$ cat src/rtl/id_control_stage_pkg.sv
// Shared encodings for the ID control stage and the downstream ALU control decoder.
// Both ends import this package so opcode, ALUOp and Funct values cannot drift apart.
package id_control_stage_pkg;

    localparam logic [6:0] OPC_RTYPE  = 7'b0110011;
    localparam logic [6:0] OPC_LOAD   = 7'b0000011;
    localparam logic [6:0] OPC_STORE  = 7'b0100011;
    localparam logic [6:0] OPC_BRANCH = 7'b1100011;
    localparam logic [6:0] OPC_OPIMM  = 7'b0010011;

    typedef enum logic [1:0] {
        ALUOP_ADD   = 2'b00,
        ALUOP_SUB   = 2'b01,
        ALUOP_FUNCT = 2'b10
    } alu_op_e;

    // Funct is {instr[30], funct3}
    localparam logic [3:0] FUNCT_ADD = 4'b0000;
    localparam logic [3:0] FUNCT_SUB = 4'b1000;
    localparam logic [3:0] FUNCT_AND = 4'b0111;
    localparam logic [3:0] FUNCT_OR  = 4'b0110;

    typedef struct packed {
        logic reg_write;
        logic mem_read;
        logic mem_write;
        logic mem_to_reg;
        logic alu_src;
        logic branch;
    } ctrl_t;

    localparam ctrl_t CTRL_NONE = '0;

    function automatic logic [3:0] funct_of(input logic [31:0] instr);
        return {instr[30], instr[14:12]};
    endfunction

    function automatic logic rtype_funct_legal(input logic [3:0] funct);
        logic ok;
        case (funct)
            FUNCT_ADD, FUNCT_SUB, FUNCT_AND, FUNCT_OR: ok = 1'b1;
            default:                                   ok = 1'b0;
        endcase
        return ok;
    endfunction

endpackage

$ cat src/rtl/id_control_stage_imm_gen.sv
// Immediate generator: picks the I/S/B field layout from the opcode and sign-extends
// from instr[31]; R-type and unknown opcodes produce zero.
module imm_gen
    import id_control_stage_pkg::*;
(
    input  logic [31:0] instr,
    output logic [63:0] imm
);

    logic [6:0] opcode;
    logic       sign;
    logic       unused_fields;

    assign opcode = instr[6:0];
    assign sign   = instr[31];
    // rs1 and funct3 never contribute to an immediate
    assign unused_fields = ^instr[19:12];

    always_comb begin
        imm = '0;
        case (opcode)
            OPC_LOAD, OPC_OPIMM: imm = {{52{sign}}, instr[31:20]};
            OPC_STORE:           imm = {{52{sign}}, instr[31:25], instr[11:7]};
            OPC_BRANCH:          imm = {{51{sign}}, instr[31], instr[7],
                                        instr[30:25], instr[11:8], 1'b0};
            default:             imm = '0;
        endcase
    end

endmodule

$ cat src/rtl/id_control_stage.sv
// ID-stage control decode with a one-cycle ID/EX output register, bubble/stall/flush
// handling, a sticky illegal-instruction flag and a count of loaded instructions.
module id_control_stage
    import id_control_stage_pkg::*;
(
    input  logic        clk,
    input  logic        reset,
    input  logic [31:0] if_id_instr,
    input  logic        if_id_valid,
    input  logic        stall,
    input  logic        flush,
    output logic [1:0]  ALUOp,
    output logic [3:0]  Funct,
    output logic        RegWrite,
    output logic        MemRead,
    output logic        MemWrite,
    output logic        MemtoReg,
    output logic        ALUSrc,
    output logic        Branch,
    output logic [4:0]  rs1,
    output logic [4:0]  rs2,
    output logic [4:0]  rd,
    output logic [63:0] imm,
    output logic        id_ex_valid,
    output logic        illegal_sticky,
    output logic [31:0] instr_count
);

    logic [6:0]  dec_opcode;
    logic [3:0]  dec_funct;
    logic [63:0] dec_imm;
    ctrl_t       dec_ctrl;
    alu_op_e     dec_alu_op;
    logic        dec_legal;

    alu_op_e     alu_op_q,  alu_op_d;
    logic [3:0]  funct_q,   funct_d;
    ctrl_t       ctrl_q,    ctrl_d;
    logic [4:0]  rs1_q,     rs1_d;
    logic [4:0]  rs2_q,     rs2_d;
    logic [4:0]  rd_q,      rd_d;
    logic [63:0] imm_q,     imm_d;
    logic        valid_q,   valid_d;
    logic        sticky_q,  sticky_d;
    logic [31:0] instr_count_q, instr_count_d;

    assign dec_opcode = if_id_instr[6:0];
    assign dec_funct  = funct_of(if_id_instr);

    imm_gen u_imm_gen (
        .instr (if_id_instr),
        .imm   (dec_imm)
    );

    always_comb begin
        dec_ctrl   = CTRL_NONE;
        dec_alu_op = ALUOP_ADD;
        dec_legal  = 1'b1;
        case (dec_opcode)
            OPC_RTYPE: begin
                dec_ctrl.reg_write = 1'b1;
                dec_alu_op         = ALUOP_FUNCT;
                // only instr[30] of funct7 may be set
                dec_legal = (if_id_instr[31] == 1'b0) &&
                            (if_id_instr[29:25] == 5'b00000) &&
                            rtype_funct_legal(dec_funct);
            end
            OPC_LOAD: begin
                dec_ctrl.reg_write  = 1'b1;
                dec_ctrl.mem_read   = 1'b1;
                dec_ctrl.mem_to_reg = 1'b1;
                dec_ctrl.alu_src    = 1'b1;
            end
            OPC_STORE: begin
                dec_ctrl.mem_write = 1'b1;
                dec_ctrl.alu_src   = 1'b1;
            end
            OPC_BRANCH: begin
                dec_ctrl.branch = 1'b1;
                dec_alu_op      = ALUOP_SUB;
            end
            OPC_OPIMM: begin
                dec_ctrl.reg_write = 1'b1;
                dec_ctrl.alu_src   = 1'b1;
            end
            default: dec_legal = 1'b0;
        endcase
    end

    // Next-state selection: flush beats stall beats load; reset is handled in the register.
    always_comb begin
        alu_op_d      = alu_op_q;
        funct_d       = funct_q;
        ctrl_d        = ctrl_q;
        rs1_d         = rs1_q;
        rs2_d         = rs2_q;
        rd_d          = rd_q;
        imm_d         = imm_q;
        valid_d       = valid_q;
        sticky_d      = sticky_q;
        instr_count_d = instr_count_q;

        if (flush || (!stall && !(if_id_valid && dec_legal))) begin
            alu_op_d = ALUOP_ADD;
            funct_d  = '0;
            ctrl_d   = CTRL_NONE;
            rs1_d    = '0;
            rs2_d    = '0;
            rd_d     = '0;
            imm_d    = '0;
            valid_d  = 1'b0;
            if (!flush && if_id_valid) begin
                sticky_d = 1'b1;
            end
        end else if (!stall) begin
            alu_op_d      = dec_alu_op;
            funct_d       = dec_funct;
            ctrl_d        = dec_ctrl;
            rs1_d         = if_id_instr[19:15];
            rs2_d         = if_id_instr[24:20];
            rd_d          = if_id_instr[11:7];
            imm_d         = dec_imm;
            valid_d       = 1'b1;
            instr_count_d = instr_count_q + 32'd1;
        end
    end

    always_ff @(posedge clk) begin
        if (!reset) begin
            alu_op_q      <= ALUOP_ADD;
            funct_q       <= '0;
            ctrl_q        <= CTRL_NONE;
            rs1_q         <= '0;
            rs2_q         <= '0;
            rd_q          <= '0;
            imm_q         <= '0;
            valid_q       <= 1'b0;
            sticky_q      <= 1'b0;
            instr_count_q <= '0;
        end else begin
            alu_op_q      <= alu_op_d;
            funct_q       <= funct_d;
            ctrl_q        <= ctrl_d;
            rs1_q         <= rs1_d;
            rs2_q         <= rs2_d;
            rd_q          <= rd_d;
            imm_q         <= imm_d;
            valid_q       <= valid_d;
            sticky_q      <= sticky_d;
            instr_count_q <= instr_count_d;
        end
    end

    assign ALUOp          = alu_op_q;
    assign Funct          = funct_q;
    assign RegWrite       = ctrl_q.reg_write;
    assign MemRead        = ctrl_q.mem_read;
    assign MemWrite       = ctrl_q.mem_write;
    assign MemtoReg       = ctrl_q.mem_to_reg;
    assign ALUSrc         = ctrl_q.alu_src;
    assign Branch         = ctrl_q.branch;
    assign rs1            = rs1_q;
    assign rs2            = rs2_q;
    assign rd             = rd_q;
    assign imm            = imm_q;
    assign id_ex_valid    = valid_q;
    assign illegal_sticky = sticky_q;
    assign instr_count    = instr_count_q;

endmodule

$ cat config.mk
export PLATFORM = sky130hd
export DESIGN_NAME = id_control_stage
export DESIGN_NICKNAME = d
export VERILOG_FILES = /design/src/rtl/id_control_stage_pkg.sv /design/src/rtl/id_control_stage_imm_gen.sv /design/src/rtl/id_control_stage.sv
export SDC_FILE = /design/constraint.sdc
export NUM_CORES = 1
export LEC_CHECK = 0
export CAP_MARGIN = 20
export CORE_UTILIZATION = 40
export CTS_CLUSTER_SIZE = 14
export DETAILED_ROUTE_END_ITERATION = 6
export PLACE_DENSITY = 0.86
export SYNTH_ARGS = -nofsm -noshare
export SYNTH_HDL_FRONTEND = slang
export SYNTH_SLANG_ARGS = --single-unit
$ cat constraint.sdc
create_clock -name clk -period 4 [get_ports clk]
set_input_delay 0.8 -clock clk [delete_from_list [all_inputs] [get_ports clk]]
set_output_delay 0.8 -clock clk [all_outputs]
set_load 0.005 [all_outputs]
==> results by group <==
Cells and area
  • Number of nets in the layout: 526
  • Share of post-route cells with drive strength above 1: 5.48%
  • Commonest non-fill, non-tap cells in the layout: 161 x sky130_fd_sc_hd__clkdlybuf4s50_1, 73 x sky130_fd_sc_hd__dfxtp_1, 27 x sky130_fd_sc_hd__a22o_1
  • Storage cell area: 1460 um2
  • Most common cell after layout, fill and taps aside: sky130_fd_sc_hd__clkdlybuf4s50_1
  • Layout area overhead: 46.1%
  • Number of fill cells in the layout: 678
  • Diode count: 0
  • Combined area of the multi-input logic cells: 1520 um2
  • Core utilization of the finished layout: 60.8%

Timing
  • Transition time at the pin with the least slew margin: 0.740 ns
  • Final Hold Vio Count: 0
  • Unrepaired setup endpoints after global routing: no
  • Clock skew: 0.0112 ns
  • Max frequency: 322 MHz
  • Post-route clock period utilization: 77.7%
  • Headroom to the max-slew limit: 50.5%
  • Endpoints failing setup: 0
  • Setup total negative slack: 0 ns
  • Pins Over Slew Limit: 0
  • Time the final worst path needs with I/O delays and setup: 3.11 ns
  • Worst Setup Slack, final: 0.894 ns

Critical path
  • Type of the worst setup path: primary input to flop
  • Crit path largest cell delay: 0.64 ns
  • Cell class contributing the biggest share of worst-path delay: simple AND/OR/NAND/NOR gates
  • Launch instance of the worst register-to-register path: instr_count[4]
  • Crit path launch type: primary input
  • Type of destination of the critical path: flop
  • Buffers & Inverters on Critical Path: 1
  • Worst Reg-to-Reg Cells: 5
  • CP startpoint: if_id_instr[5]
  • Slowest stage cell on the critical path: sky130_fd_sc_hd__a2111oi_4
  • Worst path required time: 4.26 ns
  • Data arrival at the endpoint of the critical path: 3.36 ns
  • Destination of the worst register-to-register timing path: instr_count[24]
  • Minimum setup slack among reg-to-reg paths: 1.54 ns
  • Cell Chain, Critical Path: clkdlybuf4s50_1 -> nand2b_1 -> a2111oi_4 -> nand3_1 -> or4_1 -> a21oi_1
  • Number of cells on the critical path: 6
  • Worst Path Max Fanout: 11

Synthesis
  • Compound-Gate Fraction of Synth Area: 22.7%
  • Commonest register cell after synthesis: sky130_fd_sc_hd__dfxtp_1
  • XOR/XNOR share of the synthesized area: 1.78%
  • Post-synthesis cell type count: 48
  • Synth Register Bits: 73
  • Syn. warnings: 0
  • Share of cell area taken by muxes after synthesis: 1.45%
  • Share of synthesized cell area in full adder, half adder and majority cells: 0.362%
  • Mapped Cells: 378
  • Portion of the post-synthesis area used by sequential elements: 42.3%
  • Simple-gate portion of the synthesized area: 17.6%
  • Largest family of logic cells by synthesized area: compound AO/OA/AOI/OAI gates
  • Total nets after synthesis: 416
  • Number of enable flip-flop cells after synthesis: 0
  • Mean instance size in the synthesized netlist: 9.14 um2
  • Proportion of synthesized flip-flops having asynchronous set or reset: 0%
  • Netlist Area Pre-Place: 3450 um2

Route
  • Wire length per cell: 15.7 um
  • Vias after detailed routing: 3312
  • Final WL: 9360 um
  • Antenna-violating nets left: 0
  • DRC violations left: 0
  • Drt pass-1 iters: 4
  • Detailed router's first-iteration violation count: 144
  • Via density: 5.54

Placement
  • Routability congestion estimate from global placement: 0.863
  • Port buffer count: 161
  • Total half-perimeter wirelength after legalization and detailed placement: 6840 um
  • Worst Setup Slack post-DPL: 0.575 ns

Power
  • Highest ir drop seen on vdd: 0.203 mV
  • Total power: 1.52 mW
  • P_leak: 1.69 nW
  • P per Cell Area: 301 nW/um2

Clock network
  • Clock sink total: 73
  • Maximum root-to-sink buffer count: 2
  • Post-CTS repair timing setup buffer count: 0
  • Number of levels the H-tree was split into: 3
  • Cts hold-fix bufs: 0
  • Post-CTS clock slew at the launch and capture registers of the worst setup and hold paths: 0.08 ns
  • Worst-skew pair later-pin latency: 0.35 ns
  • CTS tree: yes
  • Clock buffer count from CTS: 9
  • Total of cells resized after clock tree synthesis: 0
  • Clk root buf: sky130_fd_sc_hd__clkbuf_8

Floorplan
  • Die X: 94.9 um
  • Number of top-level design ports: 162
  • CORE AREA: 8300 um2
  • Vertical die dimension: 94.9 um
  • Area enclosed by the die boundary: 9010 um2
  • # rows: 33
  • Initial Util: 41.6%

Job
  • Total of max-cap violations: 0

Global routing
  • Largest net degree at the start of global routing: 53
  • Wire length of the first global-routing pass: 14300 um
  • Vias in the first global route: 2921
  • Total grt overflow: 0
  • Initial antenna violation count: 0
  • GRT Total Usage: 20.4%

Min path
  • Endpoint, Worst Hold: imm[10]
  • Type of the worst min-delay path: flop to flop
  • Hold Path Stages: 2
  • Worst Hold Launch: imm[10]

Run status
  • Status: finished, final reports clean
[cells by family after synthesis]
kind of cell / Yosys count
mux: 5
xor+xnor: 7
simple gates: 111
compound gates: 106
buf+inv: 75
fa+ha+maj: 1
flops: 73
[cell type report]
cell class | count | share of cell area (%)
tap | 105 | 2.60
multi-input combinational | 230 | 30.1
clock buffer | 9 | 2.46
timing repair buffer | 168 | 33.0
clock inverter | 7 | 2.48
inverter | 6 | 0.446
sequential | 73 | 29.0
[synthesized netlist by cell type, drive strengths merged (6+ instances only)]
cell    count  share of area [%]
a21oi      22                3.2
a22o       27                6.8
a22oi       6                1.3
buf        55                 12
clkbuf     14                1.5
dfxtp      73                 42
nand2      23                2.5
nand2b      9                1.6
nand3      12                1.7
nor2       17                1.8
nor3       11                1.6
o21ai      15                2.2
o31ai      10                2.2
or3         9                1.6
or4        10                2.2
[report_power, final]
group | internal, mW | leakage [nW] | switching [mW] | total (mW)
sequential | 0.727 | 0.588 | 0.000603 | 0.727
combinational | 0.0426 | 0.977 | 0.0402 | 0.0828
clock | 0.421 | 0.124 | 0.289 | 0.710
[tightest hold or removal path: cells and delay by family, from the launching register on]
kind	cells	cell delay, ns
and+or+nand+nor	2	0.09
DFF	1	0.32
[per-stage QoR]
stage / cell area [um2] / hold slack, ns / instances
2_1_floorplan: 3450 / 0.435 / 378
3_3_place_gp: 4800 / 0.426 / 582
3_5_place_dp: 4800 / 0.433 / 582
4_1_cts: 5040 / 0.453 / 598
5_1_grt: 5040 / 0.467 / 598
6_report: 5040 / 0.447 / 598
[how the worst max path moves through the flow]
stage | end
floorplan | instr_count[27]
CTS | instr_count[30]
finish | instr_count[30]
global route | instr_count[26]
detailed placement | instr_count[30]
global placement | instr_count[30]
[sequential cells by signal (all words and copies together) (netlist names)]
| register | cells |
|---|---|
| MemWrite | 1 |
| ALUOp | 2 |
| rs2 | 5 |
| illegal_sticky | 1 |
| instr_count | 32 |
| rs1 | 5 |
| ALUSrc | 1 |
| rd | 5 |
| imm | 13 |
| id_ex_valid | 1 |
| Funct | 4 |
| MemtoReg | 1 |
| Branch | 1 |
| RegWrite | 1 |
[layer usage]
layer | wire length [um] | track usage [%]
met5 | 0 | 0
met1 | 3880 | 24.0
met3 | 835 | 7.25
met4 | 76 | 5.56
met2 | 4570 | 35.1
Power figures use the tool's default switching activity.
